<file path="src/rtl/rvm_axi_pkg.sv">
// Shared definitions for the AXI4 SRAM subordinate: response codes, the
// transfer size it serves, and the slave state encoding.
package rvm_axi_pkg;

    localparam logic [1:0] RESP_OKAY   = 2'b00;
    localparam logic [1:0] RESP_SLVERR = 2'b10;
    localparam logic [2:0] SIZE_WORD   = 3'b010;

    localparam logic [2:0] ST_IDLE       = 3'd0;
    localparam logic [2:0] ST_RD_MEM     = 3'd1;
    localparam logic [2:0] ST_RD_CAP     = 3'd2;
    localparam logic [2:0] ST_RD_RESP    = 3'd3;
    localparam logic [2:0] ST_WR_COLLECT = 3'd4;
    localparam logic [2:0] ST_WR_MEM     = 3'd5;
    localparam logic [2:0] ST_WR_RESP    = 3'd6;

    typedef enum logic [2:0] {
        IDLE       = ST_IDLE,
        RD_MEM     = ST_RD_MEM,
        RD_CAP     = ST_RD_CAP,
        RD_RESP    = ST_RD_RESP,
        WR_COLLECT = ST_WR_COLLECT,
        WR_MEM     = ST_WR_MEM,
        WR_RESP    = ST_WR_RESP
    } slave_state_e;

endpackage

</file>
<file path="src/rtl/rvm_axi4_sram_slave_if.sv">
// Single-beat AXI4 channel bundle (AR/R/AW/W/B) between a master and the
// SRAM subordinate.
interface rvm_axi4_sram_slave_if;

    logic [31:0] araddr;
    logic [2:0]  arsize;
    logic        arvalid;
    logic        arready;

    logic [31:0] rdata;
    logic [1:0]  rresp;
    logic        rvalid;
    logic        rready;

    logic [31:0] awaddr;
    logic [2:0]  awsize;
    logic        awvalid;
    logic        awready;

    logic [31:0] wdata;
    logic [3:0]  wstrb;
    logic        wvalid;
    logic        wready;

    logic [1:0]  bresp;
    logic        bvalid;
    logic        bready;

    modport slave (
        input  araddr, arsize, arvalid, rready,
        input  awaddr, awsize, awvalid, wdata, wstrb, wvalid, bready,
        output arready, rdata, rresp, rvalid,
        output awready, wready, bresp, bvalid
    );

    modport master (
        output araddr, arsize, arvalid, rready,
        output awaddr, awsize, awvalid, wdata, wstrb, wvalid, bready,
        input  arready, rdata, rresp, rvalid,
        input  awready, wready, bresp, bvalid
    );

endinterface

</file>
<file path="src/rtl/rvm_axi4_sram_slave.sv">
// AXI4 single-beat subordinate in front of a synchronous single-port SRAM.
// Define RVM_AXI_SLAVE_ERR_EN to return SLVERR for out-of-range or non-word accesses.
module rvm_axi4_sram_slave
    import rvm_axi_pkg::*;
#(
    parameter int          MEM_AW    = 10,
    parameter logic [31:0] BASE_ADDR = 32'h0000_0000
) (
    input  logic                  ACLK,
    input  logic                  ARESET,
    rvm_axi4_sram_slave_if.slave  s_axi,
    output logic                  sram_cs,
    output logic                  sram_we,
    output logic [3:0]            sram_be,
    output logic [MEM_AW-1:0]     sram_addr,
    output logic [31:0]           sram_wdata,
    input  logic [31:0]           sram_rdata
);

    // BASE_ADDR is aligned to the SRAM size, so the word index is a plain bit-slice difference.
    function automatic logic [MEM_AW-1:0] word_addr(input logic [31:0] addr);
        return addr[MEM_AW+1:2] - BASE_ADDR[MEM_AW+1:2];
    endfunction

`ifdef RVM_AXI_SLAVE_ERR_EN
    function automatic logic addr_err(input logic [31:0] addr, input logic [2:0] size);
        logic [31:0] off;
        off = addr - BASE_ADDR;
        return ((off >> (MEM_AW + 2)) != 32'd0) || (size != SIZE_WORD) || (addr[1:0] != 2'b00);
    endfunction
`endif

    slave_state_e state_r;
    slave_state_e next_state_s;

    logic ar_hs_s, aw_hs_s, w_hs_s;
    logic aw_have_s, w_have_s;
    logic ar_err_s, aw_err_s, wr_err_s;

    logic              aw_got_r, w_got_r, aw_err_r;
    logic [MEM_AW-1:0] waddr_r;
    logic [31:0]       wdata_r;
    logic [3:0]        wstrb_r;

    logic [MEM_AW-1:0] wr_addr_s;
    logic [31:0]       wr_data_s;
    logic [3:0]        wr_strb_s;

    logic [31:0]       rdata_r;
    logic [1:0]        rresp_r, bresp_r;
    logic              rvalid_r, bvalid_r;
    logic              sram_cs_r, sram_we_r;
    logic [3:0]        sram_be_r;
    logic [MEM_AW-1:0] sram_addr_r;
    logic [31:0]       sram_wdata_r;

`ifdef RVM_AXI_SLAVE_ERR_EN
    assign ar_err_s = addr_err(s_axi.araddr, s_axi.arsize);
    assign aw_err_s = addr_err(s_axi.awaddr, s_axi.awsize);
`else
    logic unused_cfg_s;
    assign ar_err_s     = 1'b0;
    assign aw_err_s     = 1'b0;
    assign unused_cfg_s = ^{s_axi.arsize, s_axi.awsize, s_axi.araddr[1:0], s_axi.awaddr[1:0],
                            s_axi.araddr[31:MEM_AW+2], s_axi.awaddr[31:MEM_AW+2]};
`endif

    // READY decode: reads win in IDLE; in WR_COLLECT only the missing channel is open.
    always_comb begin
        s_axi.arready = 1'b0;
        s_axi.awready = 1'b0;
        s_axi.wready  = 1'b0;
        case (state_r)
            IDLE: begin
                s_axi.arready = !ARESET;
                s_axi.awready = !ARESET && !s_axi.arvalid;
                s_axi.wready  = !ARESET && !s_axi.arvalid;
            end
            WR_COLLECT: begin
                s_axi.awready = !aw_got_r;
                s_axi.wready  = !w_got_r;
            end
            default: begin
                s_axi.arready = 1'b0;
            end
        endcase
    end

    assign ar_hs_s   = s_axi.arvalid && s_axi.arready;
    assign aw_hs_s   = s_axi.awvalid && s_axi.awready;
    assign w_hs_s    = s_axi.wvalid  && s_axi.wready;
    assign aw_have_s = aw_got_r || aw_hs_s;
    assign w_have_s  = w_got_r  || w_hs_s;
    assign wr_err_s  = aw_hs_s ? aw_err_s : aw_err_r;
    assign wr_addr_s = aw_hs_s ? word_addr(s_axi.awaddr) : waddr_r;
    assign wr_data_s = w_hs_s  ? s_axi.wdata : wdata_r;
    assign wr_strb_s = w_hs_s  ? s_axi.wstrb : wstrb_r;

    // Next-state decode.
    always_comb begin
        next_state_s = state_r;
        case (state_r)
            IDLE: begin
                if (ar_hs_s) begin
                    next_state_s = ar_err_s ? RD_RESP : RD_MEM;
                end else if (aw_hs_s || w_hs_s) begin
                    if (aw_have_s && w_have_s) begin
                        next_state_s = wr_err_s ? WR_RESP : WR_MEM;
                    end else begin
                        next_state_s = WR_COLLECT;
                    end
                end else begin
                    next_state_s = IDLE;
                end
            end
            WR_COLLECT: begin
                if (aw_have_s && w_have_s) begin
                    next_state_s = wr_err_s ? WR_RESP : WR_MEM;
                end else begin
                    next_state_s = WR_COLLECT;
                end
            end
            RD_MEM:  next_state_s = RD_CAP;
            RD_CAP:  next_state_s = RD_RESP;
            RD_RESP: next_state_s = s_axi.rready ? IDLE : RD_RESP;
            WR_MEM:  next_state_s = WR_RESP;
            WR_RESP: next_state_s = s_axi.bready ? IDLE : WR_RESP;
            default: next_state_s = IDLE;
        endcase
    end

    // State register plus write-channel latches held while one half is outstanding.
    always_ff @(posedge ACLK or posedge ARESET) begin
        if (ARESET) begin
            state_r  <= IDLE;
            aw_got_r <= 1'b0;
            w_got_r  <= 1'b0;
            aw_err_r <= 1'b0;
            waddr_r  <= '0;
            wdata_r  <= 32'h0;
            wstrb_r  <= 4'h0;
        end else begin
            state_r <= next_state_s;
            if (next_state_s == WR_COLLECT) begin
                if (aw_hs_s) begin
                    aw_got_r <= 1'b1;
                    aw_err_r <= aw_err_s;
                    waddr_r  <= word_addr(s_axi.awaddr);
                end
                if (w_hs_s) begin
                    w_got_r <= 1'b1;
                    wdata_r <= s_axi.wdata;
                    wstrb_r <= s_axi.wstrb;
                end
            end else begin
                aw_got_r <= 1'b0;
                w_got_r  <= 1'b0;
            end
        end
    end

    // SRAM strobes and AXI response registers, loaded from the state being entered.
    always_ff @(posedge ACLK or posedge ARESET) begin
        if (ARESET) begin
            sram_cs_r    <= 1'b0;
            sram_we_r    <= 1'b0;
            sram_be_r    <= 4'h0;
            sram_addr_r  <= '0;
            sram_wdata_r <= 32'h0;
            rdata_r      <= 32'h0;
            rresp_r      <= RESP_OKAY;
            rvalid_r     <= 1'b0;
            bresp_r      <= RESP_OKAY;
            bvalid_r     <= 1'b0;
        end else begin
            sram_cs_r <= (next_state_s == RD_MEM) || (next_state_s == WR_MEM);
            sram_we_r <= (next_state_s == WR_MEM);
            sram_be_r <= (next_state_s == WR_MEM) ? wr_strb_s : 4'h0;
            if (next_state_s == RD_MEM) begin
                sram_addr_r <= word_addr(s_axi.araddr);
            end else if (next_state_s == WR_MEM) begin
                sram_addr_r  <= wr_addr_s;
                sram_wdata_r <= wr_data_s;
            end
            // Error reads bypass RD_CAP, so the zero loaded here is what they return.
            if (ar_hs_s) begin
                rresp_r <= ar_err_s ? RESP_SLVERR : RESP_OKAY;
                rdata_r <= 32'h0;
            end else if (state_r == RD_CAP) begin
                rdata_r <= sram_rdata;
            end
            if (((state_r == IDLE) || (state_r == WR_COLLECT)) && aw_have_s && w_have_s) begin
                bresp_r <= wr_err_s ? RESP_SLVERR : RESP_OKAY;
            end
            rvalid_r <= (next_state_s == RD_RESP);
            bvalid_r <= (next_state_s == WR_RESP);
        end
    end

    assign sram_cs      = sram_cs_r;
    assign sram_we      = sram_we_r;
    assign sram_be      = sram_be_r;
    assign sram_addr    = sram_addr_r;
    assign sram_wdata   = sram_wdata_r;
    assign s_axi.rdata  = rdata_r;
    assign s_axi.rresp  = rresp_r;
    assign s_axi.rvalid = rvalid_r;
    assign s_axi.bresp  = bresp_r;
    assign s_axi.bvalid = bvalid_r;

endmodule

</file>
<file path="src/flat_wrapper.sv">
// flat-port wrapper written by rule: the top's interface ports become plain ports
module rvm_axi4_sram_slave_flat import rvm_axi_pkg::*;
#(
    parameter int          MEM_AW    = 10,
    parameter logic [31:0] BASE_ADDR = 32'h0000_0000
)
  (ACLK, ARESET, sram_cs, sram_we, sram_be, sram_addr, sram_wdata, sram_rdata, s_axi_araddr, s_axi_arsize, s_axi_arvalid, s_axi_rready, s_axi_awaddr, s_axi_awsize, s_axi_awvalid, s_axi_wdata, s_axi_wstrb, s_axi_wvalid, s_axi_bready, s_axi_arready, s_axi_rdata, s_axi_rresp, s_axi_rvalid, s_axi_awready, s_axi_wready, s_axi_bresp, s_axi_bvalid);
  rvm_axi4_sram_slave_if s_axi_i ();
  input  logic ACLK;
  input  logic ARESET;
  output logic sram_cs;
  output logic sram_we;
  output logic [3:0] sram_be;
  output logic [MEM_AW-1:0] sram_addr;
  output logic [31:0] sram_wdata;
  input  logic [31:0] sram_rdata;
  input wire logic [$bits(s_axi_i.araddr)-1:0] s_axi_araddr;
  input wire logic [$bits(s_axi_i.arsize)-1:0] s_axi_arsize;
  input wire logic [$bits(s_axi_i.arvalid)-1:0] s_axi_arvalid;
  input wire logic [$bits(s_axi_i.rready)-1:0] s_axi_rready;
  input wire logic [$bits(s_axi_i.awaddr)-1:0] s_axi_awaddr;
  input wire logic [$bits(s_axi_i.awsize)-1:0] s_axi_awsize;
  input wire logic [$bits(s_axi_i.awvalid)-1:0] s_axi_awvalid;
  input wire logic [$bits(s_axi_i.wdata)-1:0] s_axi_wdata;
  input wire logic [$bits(s_axi_i.wstrb)-1:0] s_axi_wstrb;
  input wire logic [$bits(s_axi_i.wvalid)-1:0] s_axi_wvalid;
  input wire logic [$bits(s_axi_i.bready)-1:0] s_axi_bready;
  output wire logic [$bits(s_axi_i.arready)-1:0] s_axi_arready;
  output wire logic [$bits(s_axi_i.rdata)-1:0] s_axi_rdata;
  output wire logic [$bits(s_axi_i.rresp)-1:0] s_axi_rresp;
  output wire logic [$bits(s_axi_i.rvalid)-1:0] s_axi_rvalid;
  output wire logic [$bits(s_axi_i.awready)-1:0] s_axi_awready;
  output wire logic [$bits(s_axi_i.wready)-1:0] s_axi_wready;
  output wire logic [$bits(s_axi_i.bresp)-1:0] s_axi_bresp;
  output wire logic [$bits(s_axi_i.bvalid)-1:0] s_axi_bvalid;
  assign s_axi_i.araddr = s_axi_araddr;
  assign s_axi_i.arsize = s_axi_arsize;
  assign s_axi_i.arvalid = s_axi_arvalid;
  assign s_axi_i.rready = s_axi_rready;
  assign s_axi_i.awaddr = s_axi_awaddr;
  assign s_axi_i.awsize = s_axi_awsize;
  assign s_axi_i.awvalid = s_axi_awvalid;
  assign s_axi_i.wdata = s_axi_wdata;
  assign s_axi_i.wstrb = s_axi_wstrb;
  assign s_axi_i.wvalid = s_axi_wvalid;
  assign s_axi_i.bready = s_axi_bready;
  assign s_axi_arready = s_axi_i.arready;
  assign s_axi_rdata = s_axi_i.rdata;
  assign s_axi_rresp = s_axi_i.rresp;
  assign s_axi_rvalid = s_axi_i.rvalid;
  assign s_axi_awready = s_axi_i.awready;
  assign s_axi_wready = s_axi_i.wready;
  assign s_axi_bresp = s_axi_i.bresp;
  assign s_axi_bvalid = s_axi_i.bvalid;
  rvm_axi4_sram_slave #(.MEM_AW(MEM_AW), .BASE_ADDR(BASE_ADDR)) u_core (.ACLK(ACLK), .ARESET(ARESET), .s_axi(s_axi_i), .sram_cs(sram_cs), .sram_we(sram_we), .sram_be(sram_be), .sram_addr(sram_addr), .sram_wdata(sram_wdata), .sram_rdata(sram_rdata));
endmodule
</file>
<file path="config.mk">
export PLATFORM = sky130hd
export DESIGN_NAME = rvm_axi4_sram_slave_flat
export DESIGN_NICKNAME = d
export VERILOG_FILES = /design/src/rtl/rvm_axi_pkg.sv /design/src/rtl/rvm_axi4_sram_slave_if.sv /design/src/rtl/rvm_axi4_sram_slave.sv /design/src/flat_wrapper.sv
export SDC_FILE = /design/constraint.sdc
export NUM_CORES = 1
export LEC_CHECK = 0
export BUFFER_PORTS_ARGS = -buffer_cell sky130_fd_sc_hd__buf_2
export CAP_MARGIN = 20
export CORE_MARGIN = 4
export CORE_UTILIZATION = 25
export DETAILED_ROUTE_END_ITERATION = 8
export SYNTH_ARGS = -nofsm -noshare
export SYNTH_HDL_FRONTEND = slang
export SYNTH_SLANG_ARGS = --single-unit
</file>
<file path="constraint.sdc">
create_clock -name ACLK -period 4.3 [get_ports ACLK]
set_input_delay 0.43 -clock ACLK [delete_from_list [all_inputs] [get_ports ACLK]]
set_output_delay 0.43 -clock ACLK [all_outputs]
set_load 0.05 [all_outputs]
</file>
# Yosys cells after proc, flatten, opt, wreduce, memory -nomap -nowiden
# Cells that the tools add are included.
[classes]
n_eq_ne = 13
muxes = 24
bitwise_logic = 1
n_reduce_logical = 20
[ops]
columns = ["operator", "count"]
rows = [
  ["32-bit two-way mux", 3],
  ["10-bit two-way mux", 3],
  ["3-bit one-hot mux with 7 select lines", 1],
  ["3-bit == test (second input constant)", 6],
  ["3-bit two-way mux", 4],
  ["3-bit by 2-bit == test with 1-bit output (second input constant)", 3],
  ["4-bit two-way mux", 2],
  ["1-bit logical AND", 7],
  ["3-bit by 1-bit == test with 1-bit output (second input constant)", 2],
  ["1-bit two-way mux", 6],
  ["2-bit two-way mux", 3],
  ["1-bit logical OR", 5],
  ["1-bit logical NOT", 4],
  ["2-bit by 1-bit != test with 1-bit output (second input constant)", 2],
  ["1-bit one-hot mux with 2 select lines", 2],
  ["2-bit nonzero test", 2],
  ["3-bit logical NOT", 1],
  ["2-bit AND reduction", 1],
  ["1-bit inverter", 1],
]
[totals]
input_bits = 145
regBits = 136

# Logic depth before layout (Yosys ltp)
# Gate-level depths: netlist (run 1).
[depth]
depth_word = 13
ltp_mapped = 9

# Least setup slack after synthesis (run 1)
# Ideal clock, no wire load.
[synth_path]
path_kind = "input -> register"
from = "input port ARESET"
to = "register u_core.sram_addr_r[1] (netlist: u_core.sram_addr[1])"
setup_time_ns = 0.126
t_arrival_ns = 4.200
slack_ns = -0.026
required_time_ns = 4.174
path_stages = 5
path_cell_list = "inv_1 a31o_2 o21ai_1 buf_2 a221o_1"
[synth_between]
elab_chain_len = 12
[synth_rtl]
columns = ["item", "line_no", "source"]
rows = [
  ["start, declared", "flat_wrapper.sv:10", "input logic ARESET;"],
  ["1-bit logical NOT (*)", "rvm_axi4_sram_slave.sv:75, rvm_axi4_sram_slave.sv:76, rvm_axi4_sram_slave.sv:77", ""],
  ["1-bit logical AND", "rvm_axi4_sram_slave.sv:76, rvm_axi4_sram_slave.sv:77", ""],
  ["1-bit one-hot mux with 2 select lines", "rvm_axi4_sram_slave.sv:73", "case (state_r)"],
  ["1-bit logical AND (on tied branches)", "rvm_axi4_sram_slave.sv:90, rvm_axi4_sram_slave.sv:91", ""],
  ["1-bit two-way mux (tied with other cells)", "-", ""],
  ["2-bit two-way mux or 1-bit logical AND (tied branches)", "-", ""],
  ["3-bit two-way mux", "rvm_axi4_sram_slave.sv:107, rvm_axi4_sram_slave.sv:117", ""],
  ["3-bit two-way mux", "rvm_axi4_sram_slave.sv:106", "end else if (aw_hs_s || w_hs_s) begin"],
  ["3-bit two-way mux", "rvm_axi4_sram_slave.sv:104", "if (ar_hs_s) begin"],
  ["3-bit one-hot mux with 7 select lines", "rvm_axi4_sram_slave.sv:102", "case (state_r)"],
  ["3-bit by 1-bit == test with 1-bit output or 3-bit == test (tied branches)", "rvm_axi4_sram_slave.sv:179, rvm_axi4_sram_slave.sv:181", ""],
  ["10-bit two-way mux or 2-bit nonzero test (tied branches)", "-", ""],
  ["end signal, assigned", "rvm_axi4_sram_slave.sv:180", "sram_addr_r <= word_addr(s_axi.araddr);"],
  ["end signal, assigned", "rvm_axi4_sram_slave.sv:182", "sram_addr_r <= wr_addr_s;"],
  ["end, declared", "rvm_axi4_sram_slave.sv:54", "logic [MEM_AW-1:0] sram_addr_r;"],
]
# Every way passes the cells marked *; elsewhere a longest branch is shown, timed or not. The select of a mux whose other input is x is not followed.
# A chain may end at the register's enable or synchronous reset.

# Final worst setup path (run 1)
[layout_path]
from = "register u_core.state_r[2]"
to = "register u_core.sram_addr_r[6] (netlist: u_core.sram_addr[6])"
[layout_between]
elab_chain_len = 11
[layout_rtl]
columns = ["item", "line_no", "source"]
rows = [
  ["start, declared", "rvm_axi4_sram_slave.sv:33", "slave_state_e state_r;"],
  ["start signal, assigned", "rvm_axi4_sram_slave.sv:143", "state_r <= next_state_s;"],
  ["3-bit == test or 3-bit logical NOT (tied branches)", "-", ""],
  ["1-bit one-hot mux with 2 select lines", "rvm_axi4_sram_slave.sv:73", ""],
  ["1-bit logical AND (on tied branches)", "rvm_axi4_sram_slave.sv:90, rvm_axi4_sram_slave.sv:91", ""],
  ["1-bit two-way mux (tied with other cells)", "-", ""],
  ["2-bit two-way mux or 1-bit logical AND (tied branches)", "-", ""],
  ["3-bit two-way mux", "rvm_axi4_sram_slave.sv:107, rvm_axi4_sram_slave.sv:117", ""],
  ["3-bit two-way mux", "rvm_axi4_sram_slave.sv:106", ""],
  ["3-bit two-way mux", "rvm_axi4_sram_slave.sv:104", ""],
  ["3-bit one-hot mux with 7 select lines", "rvm_axi4_sram_slave.sv:102", ""],
  ["3-bit by 1-bit == test with 1-bit output or 3-bit == test (tied branches)", "rvm_axi4_sram_slave.sv:179, rvm_axi4_sram_slave.sv:181", ""],
  ["10-bit two-way mux or 2-bit nonzero test (tied branches)", "-", ""],
]
# Parallel ways exist; a longest one is shown, timed or not. The select of a mux whose other input is x is not followed.

==> results of run 1 <==
[registers in the layout, indices dropped and copies added, names as in the netlist, 3 cells and up]
| signal | count |
|---|---|
| u_core.s_axi.rdata | 32 |
| u_core.sram_wdata | 32 |
| u_core.wdata_r | 32 |
| u_core.sram_addr | 10 |
| u_core.waddr_r | 10 |
| u_core.sram_be | 4 |
| u_core.wstrb_r | 4 |
| u_core.state_r | 3 |
[critical path, stage by stage, from the launching register on]
cell	delay, ps
dfrtp_1	520
nor2b_1	220
o21ai_2	110
buf_4	260
a21o_2	580
buf_4	510
nor2_1	100
a221o_1	270
[area by class of cell]
type | instances | area (um2) | area share (%)
Inverter | 4 | 18.8 | 0.250
Sequential cell | 135 | 3380 | 45.0
Clock inverter | 11 | 125 | 1.67
Multi-Input combinational cell | 329 | 2200 | 29.4
Timing Repair Buffer | 187 | 966 | 12.9
Clock buffer | 20 | 457 | 6.08
Tap cell | 285 | 357 | 4.75
[logic make-up after synthesis]
logic type | Yosys count | synth area share (%)
other cells | 1 | 0.0651
buf+inv | 41 | 3.54
simple gates | 137 | 9.94
flops | 135 | 58.6
mux | 92 | 17.6
compound gates | 97 | 10.2
[synthesized netlist by cell type]
library cell | number | area, um2
dfrtp_1 | 135 | 3380
nand2_1 | 97 | 364
mux2i_1 | 45 | 450
a21oi_1 | 38 | 190
o21ai_0 | 35 | 175
mux2_1 | 30 | 338
nor2_1 | 21 | 78.8
buf_2 | 16 | 80.1
clkbuf_1 | 14 | 52.6
a221o_1 | 10 | 100
mux2_4 | 9 | 135
mux2_2 | 8 | 90.1
buf_4 | 6 | 45.0
and2_1 | 5 | 31.3
inv_1 | 3 | 11.3
nand2b_1 | 3 | 18.8
o21ai_1 | 3 | 15.0
a21o_1 | 2 | 15.0
nand3_1 | 2 | 10.0
o21bai_1 | 2 | 15.0
or2_1 | 2 | 12.5
or2_2 | 2 | 12.5
a31o_2 | 1 | 8.76
buf_6 | 1 | 11.3
conb_1 | 1 | 3.75
inv_2 | 1 | 3.75
nor2b_1 | 1 | 6.26
nor3_1 | 1 | 5.00
nor3_2 | 1 | 10.0
nor3b_2 | 1 | 12.5
o211ai_1 | 1 | 7.51
o211ai_2 | 1 | 12.5
o21a_1 | 1 | 7.51
o2bb2ai_4 | 1 | 27.5
o31ai_1 | 1 | 7.51
o41ai_1 | 1 | 8.76
or4_4 | 1 | 11.3
[routing by layer]
metal	track usage, %	up-vias	part of all wire (%)
met5	0	-	0.28
met4	3.17	6	0.65
met2	17.6	141	43
met3	5.50	11	9.4
met1	15.2	1999	47
li1	-	2057	-
[power groups by stage]
stage               combinational (W)  clock [W]  sequential, W
global placement              0.00206          0        0.00192
global route                  0.00222    0.00157        0.00197
floorplan                    0.000775          0        0.00273
finish                        0.00206    0.00146        0.00191
CTS                           0.00209    0.00151        0.00191
detailed placement            0.00209          0        0.00193
[metrics by stage]
step	worst slack, ps	area [um2]	hold WS [ps]	std cells
3_3_place_gp	1190	6920	458	939
4_1_cts	1160	7500	203	970
6_report	1610	7510	228	971
2_1_floorplan	857	5770	464	505
5_1_grt	1320	7510	220	971
3_5_place_dp	1170	6920	465	939
[how the worst max path moves through the flow]
stage                       from                  end  slack [ps]  depth (start not counted)
6_report       u_core.state_r[2]  u_core.sram_addr[6]        1610                          7
5_1_grt        u_core.state_r[2]  u_core.sram_addr[7]        1320                          7
4_1_cts        u_core.state_r[2]  u_core.sram_addr[9]        1160                          7
3_5_place_dp              ARESET  u_core.sram_addr[3]        1170                          8
3_3_place_gp              ARESET  u_core.sram_addr[8]        1190                          8
2_1_floorplan             ARESET  u_core.sram_addr[0]         860                          5
==> impl_metrics.yaml, run 1 <==
global_routing:
  grt_first_pass_wirelength_um: 24000
  grt.total_usage_pct: 11.7
  antenna_found_initial: 3
  overflow: 0
  grt_max_degree: 136
  grt_pass1_vias: 4273
clocking:
  cts_tree: "done"
  post-cts-setup-buffers: 0
  clkTransAtPathRegs_ps: 60
  cts_htree_levels: 4
  clock_path_buffers: 2
  worstSkewPairLatency_ps: 410
  cts-root-buf: "clkbuf_16"
  holdBufCountCts: 0
  cts_resized: 0
  numCtsBuffers: 17
  cts.sinks: 135
final_layout:
  nFillCells: 2315
  finalNetCount: 819
  finalCoreUtilization_pct: 33.2
  final_cell_mix: "buf_2, dfrtp_1, nand2_1"
  area_growth_pct: 30.2
  drive_gt1_share_pct: 36.4
  final_common_cell: "buf_2"
  diodes: 0
place:
  dp_hpwl_um: 9820
  portBuffers: 180
  place_congestion: 0.748
sta:
  drv_slew: 0
  relSlewSlack_pct: 42.2
  min_period_ps: 2690
  hold_viol_final: 0
  worst_slew_pin_slew_ps: 868
  min_period_over_period_pct: 62.6
  setup_viol: 0
  fin_worst_skew_ps: 11.0
  rsz0062_at_grt: "false"
  fmax_ghz: 0.371
  final.setup.tns_ps: 0
power_and_ir_drop:
  ir_drop_v: 0.000261
  comb_power_share_pct: 38.0
  p_seq_share_pct: 35.2
  switching_share_pct: 41.4
  p_total_w: 0.00543
  power.switching_w: 0.00225
  p_int_w: 0.00318
  p_leak_nw: 4.03
  power.density_nw_per_um2: 723
  clockPowerShare_pct: 26.8
worst_setup_path:
  crit_type: "register to register"
  arrival_ps: 2980
  cp-end-kind: "register"
  startpoint_type: "register"
  crit_required_ps: 4590
  critPathMaxFanout: 42
  ff2ff_path_depth: 7
  rrSetupSlack_ps: 1610
  r2r_start: "u_core.state_r[2]"
  r2r_end: "u_core.sram_addr[6]"
logic_synthesis:
  ys_ff_latch: 135
  ys_types: 37
  synthCells: 503
  syn_area_um2: 5760
  ys_seq_area_share_pct: 58.6
  yosysWarnings: 0
  syn_area_per_cell_um2: 11.5
drt:
  drtIter0Drc: 231
  firstDrtPassIters: 4
  drc: 0
  vias_per_cell: 4.34
  dr_total_vias: 4214
  totalWireLength_um: 14900
  wl_per_cell_um: 15.3
  detail-route-antenna-nets: 0
floorplanning:
  start_util_pct: 25.5
  rows: 55
  fp.dieArea_um2: 25500
  core_area_um2: 22600
  ioPinCount: 234
  dieHeight_um: 160
  die_x_um: 160
worst_hold_path:
  holdCritStartpoint: "s_axi_rready"
  hold_class: "primary input to register"
  hold_end: "u_core.s_axi.rvalid"
  hold_depth: 2
status:
  status: "complete, no violations"
flow_run:
  drv_cap: 0
(Power assumes the default switching activity.)
==> run 2: changes to the inputs <==
==> constraint.sdc (replaced) <==
create_clock -name ACLK -period 2.3 [get_ports ACLK]
set_input_delay 0.23 -clock ACLK [delete_from_list [all_inputs] [get_ports ACLK]]
set_output_delay 0.23 -clock ACLK [all_outputs]
set_load 0.05 [all_outputs]
==> run 2 against run 1 <==
Cell count up 0.62%. Setup slack worse by 1500 ps. Routed wire length down 2.7%. Core utilization up 0.45 points. Total power up 87%. Sequential share of layout area down 0.60 points. Critical path type unchanged. Clock power up 85%. Count of clock-buffer cells in the layout down 1. Largest power group unchanged. Flip-flop and latch count unchanged. Highest routed layer unchanged. Global-route usage down 0.35 points.
==> impl_metrics.yaml, run 2 (synthesis gave the netlist of run 1 again) <==
worst_setup_path:
  crit_type: "register to register"
  startpoint_type: "register"
  cpPeakStageDelay_ps: 520
  startpoint: "u_core.state_r[1]"
  crit_family: "simple AND/OR/NAND/NOR gates"
  r2r_start: "u_core.state_r[1]"
  cp-end-kind: "register"
  cpMaxStageDelayCell: "or4_4"
  path_cells: "or4_4 -> o2bb2ai_4 -> o211ai_2 -> or2_1 -> buf_4 -> mux2_4"
  critPathBufInv: 1
  critPathMaxFanout: 10
  crit_required_ps: 2580
  arrival_ps: 2470
final_layout:
  finalCoreUtilization_pct: 33.6
  finalNetCount: 826
  area_growth_pct: 32.0
  diodes: 0
  fin_cells: 977
  drive_gt1_share_pct: 37.3
  final_common_cell: "buf_2"
  final_cell_mix: "buf_2, dfrtp_1, nand2_1"
  nFillCells: 2319
  multiInputGateArea_um2: 2220
  regArea_um2: 3380
floorplanning:
  rows: 55
  core_area_um2: 22600
  fp.dieArea_um2: 25500
  dieHeight_um: 160
  start_util_pct: 25.5
  die_x_um: 160
  ioPinCount: 234
global_routing:
  antenna_found_initial: 1
  grt_pass1_vias: 4341
  grt.total_usage_pct: 11.4
  grt_first_pass_wirelength_um: 23500
  overflow: 0
  grt_max_degree: 136
sta:
  hold_viol_final: 0
  min_period_ps: 2190
  worst_slew_pin_slew_ps: 829
  drv_slew: 0
  min_period_over_period_pct: 95.1
  fmax_ghz: 0.457
  rsz0062_at_grt: "false"
  relSlewSlack_pct: 44.7
  setup_viol: 0
  final.setup.tns_ps: 0
  fin_worst_skew_ps: 10.4
power_and_ir_drop:
  ir_drop_v: 0.000463
  p_total_w: 0.0102
  power.density_nw_per_um2: 1340
  p_leak_nw: 4.07
drt:
  totalWireLength_um: 14500
  detail-route-antenna-nets: 0
  wl_per_cell_um: 14.8
  firstDrtPassIters: 4
  drtIter0Drc: 217
  drc: 0
  vias_per_cell: 4.34
  dr_total_vias: 4245
clocking:
  numCtsBuffers: 17
  worstSkewPairLatency_ps: 410
  clock_path_buffers: 2
  cts.sinks: 135
  cts-root-buf: "clkbuf_16"
  holdBufCountCts: 0
  cts_htree_levels: 4
  cts_tree: "done"
  clkTransAtPathRegs_ps: 60
  post-cts-setup-buffers: 0
  cts_resized: 0
place:
  place_congestion: 0.756
  dpl.cell_count: 947
  dp_hpwl_um: 9870
  portBuffers: 180
worst_hold_path:
  holdCritStartpoint: "s_axi_wdata[13]"
  hold_class: "primary input to register"
status:
  status: "complete, no violations"
flow_run:
  drv_cap: 0
==> run 2: cell count changes in the layout (fill, tap and decap cells not counted), sizes merged <==
cell,change
clkbuf,-1
clkinv,-2
clkinvlp,+2
buf,+7
==> run 2: report_power, final <==
group	switching, W	internal, W
clock	0.00105	0.00164
combinational	0.00275	0.00115
sequential	0.000409	0.00317
total	0.00421	0.00597
==> run 2: worst reg2reg max path: stages, from the launching register on <==
cell       delay (ps)
dfrtp_1           450
or4_4             520
o2bb2ai_4         180
o211ai_2          150
or2_1             240
buf_4             200
mux2_4            320
==> run 2: cell type report <==
class / count / area share [%]
well taps: 285 / 4.69
repair buffers: 194 / 13.9
flip-flops and latches: 135 / 44.4
clock inverters: 11 / 1.66
inverters: 4 / 0.247
clock buffers: 19 / 5.95
multi-input cells: 329 / 29.2
==> run 2: worst paths after layout <==
kind                                              end  slack (ps)  depth (start not counted)
worst max-delay path                u_core.waddr_r[6]         110                          6
max in group asynchronous       u_core.sram_wdata[16]        1470                          4
worst max register to register      u_core.waddr_r[6]         110                          6
min in group asynchronous           u_core.state_r[0]         130                          4
worst min-delay path               u_core.wdata_r[13]          40                          2
worst min register to register   u_core.sram_wdata[1]         470                          2
==> run 2: per-stage QoR <==
stage	hold WS [ps]	area, um2	worst slack [ps]
2_1_floorplan	335	5800	-937
3_3_place_gp	458	7030	151
3_5_place_dp	462	7030	114
4_1_cts	17.2	7610	99.7
5_1_grt	19.7	7610	1.26
6_report	41.0	7610	114
==> run 2: layer usage <==
metal  track usage [%]  vias up  part of all wire, %
met5                 0        -                0.048
met4              2.70        2                 0.60
met3              5.45        8                  9.6
met2              17.3      155                   43
met1              14.7     2003                   46
li1                  -     2077                    -
